<file path="config.mk">
export PLATFORM = sky130hd
export DESIGN_NAME = sram_axi_responder
export DESIGN_NICKNAME = d
export VERILOG_FILES = /design/src/rtl/sram_axi_responder.sv
export SDC_FILE = /design/constraint.sdc
export NUM_CORES = 1
export LEC_CHECK = 0
export CAP_MARGIN = 5
export CORE_MARGIN = 8
export CORE_UTILIZATION = 25
export CTS_CLUSTER_DIAMETER = 200
export DETAILED_ROUTE_END_ITERATION = 6
export MAX_ROUTING_LAYER = met4
export PLACE_DENSITY_LB_ADDON = 0.05
export SLEW_MARGIN = 10
export SYNTH_ARGS = -nofsm -noshare
export SYNTH_HDL_FRONTEND = slang
export SYNTH_SLANG_ARGS = --single-unit
</file>
<file path="constraint.sdc">
create_clock -name clk -period 2.4 [get_ports clk]
set_clock_uncertainty 0.15 [all_clocks]
set_input_delay 0.6 -clock clk [delete_from_list [all_inputs] [get_ports clk]]
set_output_delay 0.6 -clock clk [all_outputs]
set_load 0.03 [all_outputs]
</file>
<file path="src/rtl/sram_axi_responder.sv">
// Bridges the core's instruction/data SRAM-style ports onto single-beat AXI
// transactions, one outstanding at a time, data port first.
module sram_axi_responder #(
  parameter logic [3:0] INST_ID = 4'd0,
  parameter logic [3:0] DATA_ID = 4'd1
) (
  input  logic        clk,
  input  logic        rst,
  // core instruction port
  input  logic        inst_sram_en,
  input  logic [31:0] inst_sram_addr,
  output logic [31:0] inst_sram_rdata,
  // core data port
  input  logic        data_sram_en,
  input  logic [3:0]  data_sram_wen,
  input  logic [31:0] data_sram_addr,
  input  logic [31:0] data_sram_wdata,
  output logic [31:0] data_sram_rdata,
  output logic        stallreq,
  // AXI read address / data
  output logic [3:0]  arid,
  output logic [31:0] araddr,
  output logic        arvalid,
  input  logic        arready,
  input  logic [31:0] rdata,
  input  logic        rvalid,
  output logic        rready,
  // AXI write address / data / response
  output logic [3:0]  awid,
  output logic [31:0] awaddr,
  output logic        awvalid,
  input  logic        awready,
  output logic [31:0] wdata,
  output logic [3:0]  wstrb,
  output logic        wvalid,
  input  logic        wready,
  input  logic        bvalid,
  output logic        bready
);

  typedef enum logic [2:0] {
    IDLE,
    D_RD_A,
    D_RD_D,
    D_WR,
    D_WB,
    I_RD_A,
    I_RD_D,
    DONE
  } state_t;

  state_t      state_reg, state_next;
  logic        inst_pend_reg, inst_pend_next;
  logic [31:0] inst_addr_reg, inst_addr_next;
  logic [31:0] data_addr_reg, data_addr_next;
  logic [31:0] data_wdata_reg, data_wdata_next;
  logic [3:0]  data_wen_reg, data_wen_next;
  logic        aw_done_reg, aw_done_next;
  logic        w_done_reg, w_done_next;
  logic [31:0] inst_rdata_reg, inst_rdata_next;
  logic [31:0] data_rdata_reg, data_rdata_next;

  logic aw_hs;
  logic w_hs;
  logic aw_fin;
  logic w_fin;

  always_ff @(posedge clk or negedge rst) begin
    if (!rst) begin
      state_reg      <= IDLE;
      inst_pend_reg  <= 1'b0;
      inst_addr_reg  <= 32'd0;
      data_addr_reg  <= 32'd0;
      data_wdata_reg <= 32'd0;
      data_wen_reg   <= 4'd0;
      aw_done_reg    <= 1'b0;
      w_done_reg     <= 1'b0;
      inst_rdata_reg <= 32'd0;
      data_rdata_reg <= 32'd0;
    end else begin
      state_reg      <= state_next;
      inst_pend_reg  <= inst_pend_next;
      inst_addr_reg  <= inst_addr_next;
      data_addr_reg  <= data_addr_next;
      data_wdata_reg <= data_wdata_next;
      data_wen_reg   <= data_wen_next;
      aw_done_reg    <= aw_done_next;
      w_done_reg     <= w_done_next;
      inst_rdata_reg <= inst_rdata_next;
      data_rdata_reg <= data_rdata_next;
    end
  end

  // Write-channel handshakes are tracked independently so AW and W may
  // complete in either order or together.
  assign aw_hs  = awvalid & awready;
  assign w_hs   = wvalid & wready;
  assign aw_fin = aw_done_reg | aw_hs;
  assign w_fin  = w_done_reg | w_hs;

  always_comb begin
    state_next      = state_reg;
    inst_pend_next  = inst_pend_reg;
    inst_addr_next  = inst_addr_reg;
    data_addr_next  = data_addr_reg;
    data_wdata_next = data_wdata_reg;
    data_wen_next   = data_wen_reg;
    aw_done_next    = aw_done_reg;
    w_done_next     = w_done_reg;
    inst_rdata_next = inst_rdata_reg;
    data_rdata_next = data_rdata_reg;

    case (state_reg)
      IDLE: begin
        aw_done_next = 1'b0;
        w_done_next  = 1'b0;
        if (data_sram_en) begin
          data_addr_next  = data_sram_addr;
          data_wdata_next = data_sram_wdata;
          data_wen_next   = data_sram_wen;
          inst_pend_next  = inst_sram_en;
          inst_addr_next  = inst_sram_addr;
          state_next      = (data_sram_wen == 4'd0) ? D_RD_A : D_WR;
        end else if (inst_sram_en) begin
          inst_pend_next = 1'b0;
          inst_addr_next = inst_sram_addr;
          state_next     = I_RD_A;
        end
      end
      D_RD_A: begin
        if (arready) state_next = D_RD_D;
      end
      D_RD_D: begin
        if (rvalid) begin
          data_rdata_next = rdata;
          state_next      = inst_pend_reg ? I_RD_A : DONE;
          inst_pend_next  = 1'b0;
        end
      end
      D_WR: begin
        aw_done_next = aw_fin;
        w_done_next  = w_fin;
        if (aw_fin && w_fin) begin
          aw_done_next = 1'b0;
          w_done_next  = 1'b0;
          state_next   = D_WB;
        end
      end
      D_WB: begin
        if (bvalid) begin
          state_next     = inst_pend_reg ? I_RD_A : DONE;
          inst_pend_next = 1'b0;
        end
      end
      I_RD_A: begin
        if (arready) state_next = I_RD_D;
      end
      I_RD_D: begin
        if (rvalid) begin
          inst_rdata_next = rdata;
          state_next      = DONE;
        end
      end
      DONE: begin
        state_next = IDLE;
      end
      default: begin
        state_next = IDLE;
      end
    endcase
  end

  // All AXI valid/ready outputs decode from registered state only.
  assign arvalid = (state_reg == D_RD_A) || (state_reg == I_RD_A);
  assign arid    = (state_reg == I_RD_A) ? INST_ID : DATA_ID;
  assign araddr  = (state_reg == I_RD_A) ? inst_addr_reg : data_addr_reg;
  assign rready  = (state_reg == D_RD_D) || (state_reg == I_RD_D);

  assign awvalid = (state_reg == D_WR) && !aw_done_reg;
  assign awid    = DATA_ID;
  assign awaddr  = data_addr_reg;
  assign wvalid  = (state_reg == D_WR) && !w_done_reg;
  assign wdata   = data_wdata_reg;
  assign wstrb   = data_wen_reg;
  assign bready  = (state_reg == D_WB);

  assign inst_sram_rdata = inst_rdata_reg;
  assign data_sram_rdata = data_rdata_reg;

  // DONE is the only cycle in which a presented request is released.
  assign stallreq = (inst_sram_en | data_sram_en) & (state_reg != DONE);

endmodule

</file>
==> impl_metrics.yaml, run 1 <==
cts:
  clk_pin_slew_ns: 0.07
  cts_tree: "done"
  cts-root-buf: "clkbuf_16"
  clock_latency_ns: 0.42
  ctsHtreeMaxLevel: 4
  cts_buffers: 17
  clock_sinks: 170
  clk_path_buf_depth: 2
cells_and_area:
  syn2layout_area_growth_pct: 66.4
  final_common_cell: "clkdlybuf4s50_1"
  stdcell_count: 1182
  nNetsFinal: 930
  final_cell_mix: "clkdlybuf4s50_1 (271), dfrtp_1 (170), mux2_2 (145), buf_6 (33), mux2_1 (30)"
  final_util_pct: 42.1
  final_area_sq_um: 11700
  drive_gt1_share_pct: 34.5
worst_setup_path:
  worstPathCellList: "nor2b_4 > nand2_4 > buf_12 > buf_4 > mux2_4 > buf_6"
  cpPeakStageDelay_ns: 0.41
  cpMaxStageDelayCell: "dfrtp_1"
  setup.worst_path.start_class: "flop"
  startpoint: "state_reg[1]"
  crit_type: "reg -> out"
  path_depth: 6
  cp_num_buf_inv: 3
  path_delay_family: "buffers and inverters"
  endpoint_kind: "output pin"
  r2r_slack_ns: 0.23
  reg2reg_to: "inst_addr_reg[9]"
  arrival_ns: 1.79
  reg2reg_depth: 4
  r2r-start: "state_reg[2]"
  crit_required_ns: 1.65
  cp-endpoint: "araddr[8]"
  crit_fanout: 11
grt:
  grt_pass1_vias: 5673
  grt_start_max_net_pins: 48
  grt_pass1_wl_um: 34400
  grtUsageTotal_pct: 13.7
  antenna_found_initial: 2
  grt.overflow.total: 0
power_and_ir_drop:
  p_leak_nw: 4.92
  power.density_nw_per_um2: 1580
  vdd_drop_max_uv: 629
  finalPower_w: 0.0185
timing:
  tightest_slew_ns: 0.506
  period_needed_ns: 2.54
  fin_crit_sh_pct: 106
  layout_setup_ws_ns: -0.143
  setup_viol: 32
  rsz0062_at_grt: "yes"
  setup_tns_ns: -2.08
  clock.fmax_mhz: 393
  hold_violations: 0
  slew_headroom_pct: 66.3
  finalMaxSlewViolations: 0
floorplanning:
  core_area_sq_um: 27700
  dieArea_sq_um: 33700
  initial_core_util_pct: 25.3
  die_y_um: 184
  dieWidth_um: 184
  rows: 61
  io_pins: 319
synthesis:
  synth_cell_types: 39
  synth_edf_count: 0
  synth_area_sq_um: 7020
  synth_seq_cells: 170
  seq_area_frac_synth_pct: 60.6
  avgSynthCellArea_sq_um: 15.4
  syn_inst: 455
  ys_dominant_reg_cell: "dfrtp_1"
  ys_warn_count: 0
  synthArstFlopShare_pct: 100
placed_design:
  place_area_sq_um: 10800
  dp.cells: 1143
  portBuffers: 311
  hpwl_um: 17300
  gp_congestion: 0.738
route:
  via_count: 4980
  drc: 0
  ant_nets: 0
  routed_wl_um: 22500
  drt_first_pass_iters: 4
  post_drt_via_cell_ratio: 4.21
  drtIter0Drc: 142
  avgRoutedWirePerCell_um: 19.1
hold_path:
  holdCritPathClass: "reg -> reg"
  holdPathStages: 1
run:
  drv_cap: 0
outcome:
  status: "finished with violations"
  violations: "setup timing"
## final cells by class
class,count,area (sq um)
clock inverter,14,175
clock buffer,18,439
sequential,170,4250
timing repair buffer,342,3640
multi-input combinational,254,2680
antenna,2,5.00
fill,2574,16000
tap,378,473
inverter,4,15.0
## what timing repair did
item / 4_1_cts / 5_1_grt
endpoints found under the hold margin: 36 / 0
resized for setup: 186 / 11
endpoints found under the setup margin: 34 / 35
hold buffers: 1 / 0
gates cloned: 2 / 0
pin swaps: 1 / 0
setup buffers: 3 / 0
## power breakdown
| part | switching, W | internal, W | leakage (nW) |
|---|---|---|---|
| clock | 0.00132 | 0.00153 | 0.298 |
| sequential | 0.000836 | 0.00433 | 2.04 |
| combinational | 0.00543 | 0.00505 | 2.59 |
| total | 0.00759 | 0.0109 | 4.92 |
## logic make-up after synthesis
family          count (synthesis)  synth area share, %
mux                           196                 31.5
simple gates                   30                 2.44
buf+inv                        36                 3.21
xor+xnor                        2                0.250
flops                         170                 60.6
other cells                     2                0.107
compound gates                 19                 1.91
## worst min-delay path by stage
| stage | slack (ns) | endpoint | startpoint |
|---|---|---|---|
| after detailed placement | 0.33 | inst_addr_reg[4] | inst_addr_reg[4] |
| after CTS | 0.34 | inst_addr_reg[4] | inst_addr_reg[4] |
| after global routing | 0.36 | inst_addr_reg[4] | inst_addr_reg[4] |
| final | 0.34 | inst_addr_reg[4] | inst_addr_reg[4] |
| after global placement | 0.32 | inst_addr_reg[30] | inst_addr_reg[30] |
| after floorplan | 0.15 | aw_done_reg | rst |
## synth_stat cells (all sizes together), types with 2 or more instances
master	n	area, sq um
nand2	3	11.3
nor3	4	25.0
buf	32	210
nor4	2	12.5
a21oi	2	10.0
mux2	196	2210
nand2b	2	12.5
nand3	3	15.0
dfrtp	170	4250
conb	2	7.51
nor2	5	18.8
inv	4	15.0
nor3b	2	15.0
nor2b	4	25.0
o21ai	4	20.0
o22ai	2	12.5
## per-stage QoR
step / setup slack [ns] / hold WS, ns
6_report: -0.143 / 0.336
5_1_grt: -0.221 / 0.355
4_1_cts: -0.177 / 0.345
3_5_place_dp: -0.182 / 0.329
3_3_place_gp: -0.173 / 0.320
2_1_floorplan: 0.101 / 0.154
## routing by layer
layer  wire length (um)  track usage, %
met4                192            2.80
met2              11000            22.3
met5                  0               -
met1               9010            15.3
met3               2330            6.17
Note: power is estimated with default switching activity, not from simulation.
==> run 2, diff against run 1 <==
Settings changed: RECOVER_POWER from default to 100.
==> impl_metrics.yaml, run 2 (synthesis gave the netlist of run 1 again) <==
route:
  drc: 0
  post_drt_via_cell_ratio: 4.20
  drtIter0Drc: 167
  drt_first_pass_iters: 4
  routed_wl_um: 22600
  ant_nets: 0
  via_count: 4970
  avgRoutedWirePerCell_um: 19.1
floorplanning:
  dieWidth_um: 184
  initial_core_util_pct: 25.3
  dieArea_sq_um: 33700
  die_y_um: 184
  rows: 61
  core_area_sq_um: 27700
  io_pins: 319
timing:
  layout_setup_ws_ns: -0.145
  hold_violations: 0
  period_needed_ns: 2.55
  clock.fmax_mhz: 393
  timing.hold.ws_ns: 0.336
  setup_viol: 49
  fin_crit_sh_pct: 106
  rsz0062_at_grt: "yes"
  tightest_slew_ns: 1.29
  slew_headroom_pct: 14.0
  finalMaxSlewViolations: 0
placed_design:
  dp.cells: 1143
  gp_congestion: 0.738
  place_area_sq_um: 10800
  portBuffers: 311
  hpwl_um: 17300
grt:
  antenna_found_initial: 2
  grt_start_max_net_pins: 48
  grt_pass1_wl_um: 34400
  grtUsageTotal_pct: 13.7
  grt.overflow.total: 0
  grt_pass1_vias: 5673
cts:
  clock_latency_ns: 0.41
  ctsHtreeMaxLevel: 4
  cts_tree: "done"
  cts-root-buf: "clkbuf_16"
  clk_pin_slew_ns: 0.07
  clk_path_buf_depth: 2
  cts_buffers: 17
  clock_sinks: 170
worst_setup_path:
  endpoint_kind: "output pin"
  crit_type: "reg -> out"
  arrival_ns: 1.80
  crit_required_ns: 1.65
  setup.worst_path.start_class: "flop"
  crit_fanout: 11
cells_and_area:
  drive_gt1_share_pct: 34.0
  nFillCells: 2589
  final_cell_mix: "dfrtp_1 (170), clkdlybuf4s50_1 (151), mux2_2 (145), dlygate4sd3_1 (121), buf_6 (34)"
  final_area_sq_um: 11600
  final_common_cell: "dfrtp_1"
  nNetsFinal: 930
  stdcell_count: 1182
  syn2layout_area_growth_pct: 65.0
power_and_ir_drop:
  power.density_nw_per_um2: 1560
  finalPower_w: 0.0180
  p_leak_nw: 4.97
  vdd_drop_max_uv: 601
outcome:
  violations: "setup timing"
  status: "finished with violations"
run:
  drv_cap: 0
hold_path:
  holdCritPathClass: "reg -> reg"
## run 2: path summary, 6_finish.rpt
kind / endpoint / startpoint / slack [ns] / cells after the start
min in group asynchronous: awaddr[14] / rst / 0.82 / 2
worst min register to register: inst_addr_reg[4] / inst_addr_reg[4] / 0.34 / 1
max in group asynchronous: aw_done_reg / rst / 0.31 / 3
worst min-delay path: inst_addr_reg[4] / inst_addr_reg[4] / 0.34 / 1
worst max-delay path: araddr[8] / state_reg[1] / -0.15 / 6
worst max register to register: inst_addr_reg[9] / state_reg[2] / 0.06 / 4
## run 2: power breakdown
group | total (W) | switching (W) | leakage [nW] | internal (W)
clock network | 0.00285 | 0.00132 | 0.298 | 0.00153
registers | 0.00512 | 0.000790 | 2.04 | 0.00433
logic | 0.0100 | 0.00541 | 2.64 | 0.00463
## run 2: final cells by class
type / instances / area (sq um) / area share (%)
Sequential cell: 170 / 4250 / 36.8
Timing Repair Buffer: 342 / 3550 / 30.7
Multi-Input combinational cell: 254 / 2660 / 23.0
Tap cell: 378 / 473 / 4.09
Clock buffer: 18 / 439 / 3.79
Clock inverter: 14 / 175 / 1.51
Inverter: 4 / 15.0 / 0.130
Antenna cell: 2 / 5.00 / 0.0432
## run 2: layer usage
| metal | wire length, um | part of all wire, % | vias to the layer above | global-route usage (%) |
|---|---|---|---|---|
| met5 | 0 | 0 | - | - |
| met4 | 192 | 0.85 | 0 | 2.80 |
| met3 | 2250 | 10 | 9 | 6.17 |
| met2 | 11200 | 50 | 186 | 22.3 |
| met1 | 8950 | 40 | 2487 | 15.3 |
| li1 | - | - | 2288 | - |
## run 2: per-stage QoR
stage	utilization (%)	setup slack (ns)	TNS, ns
after floorplan	-	0.101	0
after global placement	39.0	-0.173	-13.41
after detailed placement	39.0	-0.182	-13.37
after CTS	42.0	-0.177	-3.19
after global routing	41.8	-0.221	-13.03
final	41.8	-0.145	-2.60
## run 2: what timing repair did
action / in CTS / in global routing
setup buffers: 3 / 0
pin swaps: 1 / 0
endpoints found under the hold margin: 36 / 0
hold buffers: 1 / 0
setup endpoints to repair: 34 / 35
resized for setup: 186 / 11
gates cloned: 2 / 0
## run 2: critical path, cell delays in order, from the launching register on
cell and delay [ns]:
dfrtp_1 0.41, nor2b_4 0.14, nand2_4 0.09, buf_12 0.16, buf_4 0.13, mux2_4 0.29, buf_6 0.14
==> run 3, diff against run 2 <==
Settings changed: CORE_ASPECT_RATIO from default to 1.75.
==> impl_metrics.yaml, run 3 (synthesis gave the netlist of run 1 again) <==
grt:
  grt_pass1_vias: 5806
  grt_use_met2_pct: 26.6
  use_met1_pct: 13.5
  grt_start_max_net_pins: 58
  busiest_layer: "met2"
  grt_pass1_wl_um: 35800
  antenna_found_initial: 2
  grt.overflow.total: 0
  grtUsageTotal_pct: 14.8
  grt.met3_usage_pct: 5.30
floorplanning:
  core_area_sq_um: 27800
  rows: 81
  dieArea_sq_um: 33900
  dieWidth_um: 143
  initial_core_util_pct: 25.3
  die_y_um: 238
  io_pins: 319
placed_design:
  place_area_sq_um: 10800
  hpwl_um: 18500
  dp.cells: 1136
  gp_congestion: 0.742
  portBuffers: 311
cells_and_area:
  final_cell_mix: "clkdlybuf4s50_1 (271), dfrtp_1 (170), mux2_2 (150), buf_6 (36), mux2_1 (30)"
  syn2layout_area_growth_pct: 65.6
  final_util_pct: 41.8
  stdcell_count: 1179
  final_area_sq_um: 11600
  final_common_cell: "clkdlybuf4s50_1"
  drive_gt1_share_pct: 34.7
  nNetsFinal: 932
power_and_ir_drop:
  seqPwrFrac_pct: 28.2
  p_int_w: 0.0109
  vdd_drop_max_uv: 808
  p_sw_share_pct: 40.8
  power.density_nw_per_um2: 1580
  p_sw_w: 0.00751
  comb_power_share_pct: 57.4
  pwr-share-clk_pct: 14.5
  p_leak_nw: 4.87
worst_setup_path:
  worstPathCellList: "nor2b_4 > nand2_4 > buf_16 > buf_6 > mux2_4 > buf_12"
  cpMaxStageDelayCell: "dfrtp_1"
  reg2reg_depth: 4
  crit_fanout: 5
  setup.worst_path.start_class: "flop"
  reg2reg_to: "inst_addr_reg[7]"
  r2r_slack_ns: 0.21
  endpoint_kind: "output pin"
  r2r-start: "state_reg[2]"
  arrival_ns: 1.83
  crit_required_ns: 1.65
  path_delay_family: "buffers and inverters"
  cp_num_buf_inv: 3
  crit_type: "reg -> out"
  cpPeakStageDelay_ns: 0.41
hold_path:
  holdCritPathClass: "reg -> reg"
  holdPathStages: 1
  hp-start: "inst_addr_reg[15]"
  min_to: "inst_addr_reg[15]"
timing:
  tightest_slew_ns: 0.808
  period_needed_ns: 2.58
  clock.fmax_mhz: 388
  layout_setup_ws_ns: -0.179
  timing.hold.ws_ns: 0.341
  fin_crit_sh_pct: 107
  finalMaxSlewViolations: 0
  setup_tns_ns: -3.95
  slew_headroom_pct: 46.1
  setup_viol: 32
  hold_violations: 0
  rsz0062_at_grt: "yes"
route:
  via_count: 5005
  drtIter0Drc: 124
  avgRoutedWirePerCell_um: 20.4
  routed_wl_um: 24100
  post_drt_via_cell_ratio: 4.25
  drt_first_pass_iters: 4
  ant_nets: 0
  drc: 0
cts:
  clk_path_buf_depth: 2
  clock_sinks: 170
  ctsHtreeMaxLevel: 4
  clk_pin_slew_ns: 0.06
  clock_latency_ns: 0.43
  cts_buffers: 17
  cts-root-buf: "clkbuf_16"
  cts_tree: "done"
outcome:
  status: "finished with violations"
  violations: "setup timing"
run:
  drv_cap: 0
run 3: cell types whose count changed in the layout (fill, tap and decap cells not counted), sizes merged:
cell,before,now
buf,60,70
clkdlybuf4s50,151,271
clkinv,4,3
clkbuf,27,25
bufbuf,1,0
inv,12,6
dlygate4sd3,121,1
clkinvlp,1,3
run 3: cell type report:
type,count,area (sq um)
multi-input combinational,254,2690
inverter,4,15.0
clock inverter,9,88.8
timing repair buffer,344,3630
clock buffer,23,478
sequential,170,4250
fill,2658,16100
tap,373,467
antenna,2,5.00
run 3: how the worst max path moves through the flow:
stage	start	to	slack [ns]	cells after the start
after floorplan	state_reg[1]	araddr[22]	0.10	5
after global placement	data_sram_en	inst_addr_reg[9]	-0.19	5
after detailed placement	data_sram_en	inst_addr_reg[31]	-0.20	5
after CTS	state_reg[1]	araddr[30]	-0.27	6
after global routing	state_reg[1]	araddr[30]	-0.26	6
final	state_reg[1]	araddr[30]	-0.18	6
run 3: power groups by stage:
stage	sequential, W	combinational (W)	clock, W
after floorplan	0.00731	0.00346	0
after detailed placement	0.00523	0.0102	0
final	0.00518	0.0106	0.00266
after global routing	0.00540	0.0111	0.00289
after CTS	0.00521	0.0105	0.00280
after global placement	0.00516	0.0101	0
run 3: routing by layer:
metal / share of wire, % / wire length, um / vias to the layer above
met3: 7.6 / 1820 / 27
li1: - / - / 2272
met5: 0 / 0 / -
met2: 55 / 13300 / 204
met1: 35 / 8300 / 2502
met4: 2.7 / 648 / 0
run 3: timing repair:
item	4_1_cts	5_1_grt
setup buffers	0	8
hold buffers	1	0
hold endpoints to repair	26	0
resized for setup	207	24
endpoints found under the setup margin	35	35
pin swaps	1	1
gates cloned	1	0
run 3: metrics by stage:
stage | total power [W] | worst slack (ns)
5_1_grt | 0.0194 | -0.264
6_report | 0.0184 | -0.179
3_5_place_dp | 0.0154 | -0.204
3_3_place_gp | 0.0153 | -0.187
2_1_floorplan | 0.0108 | 0.101
4_1_cts | 0.0185 | -0.270
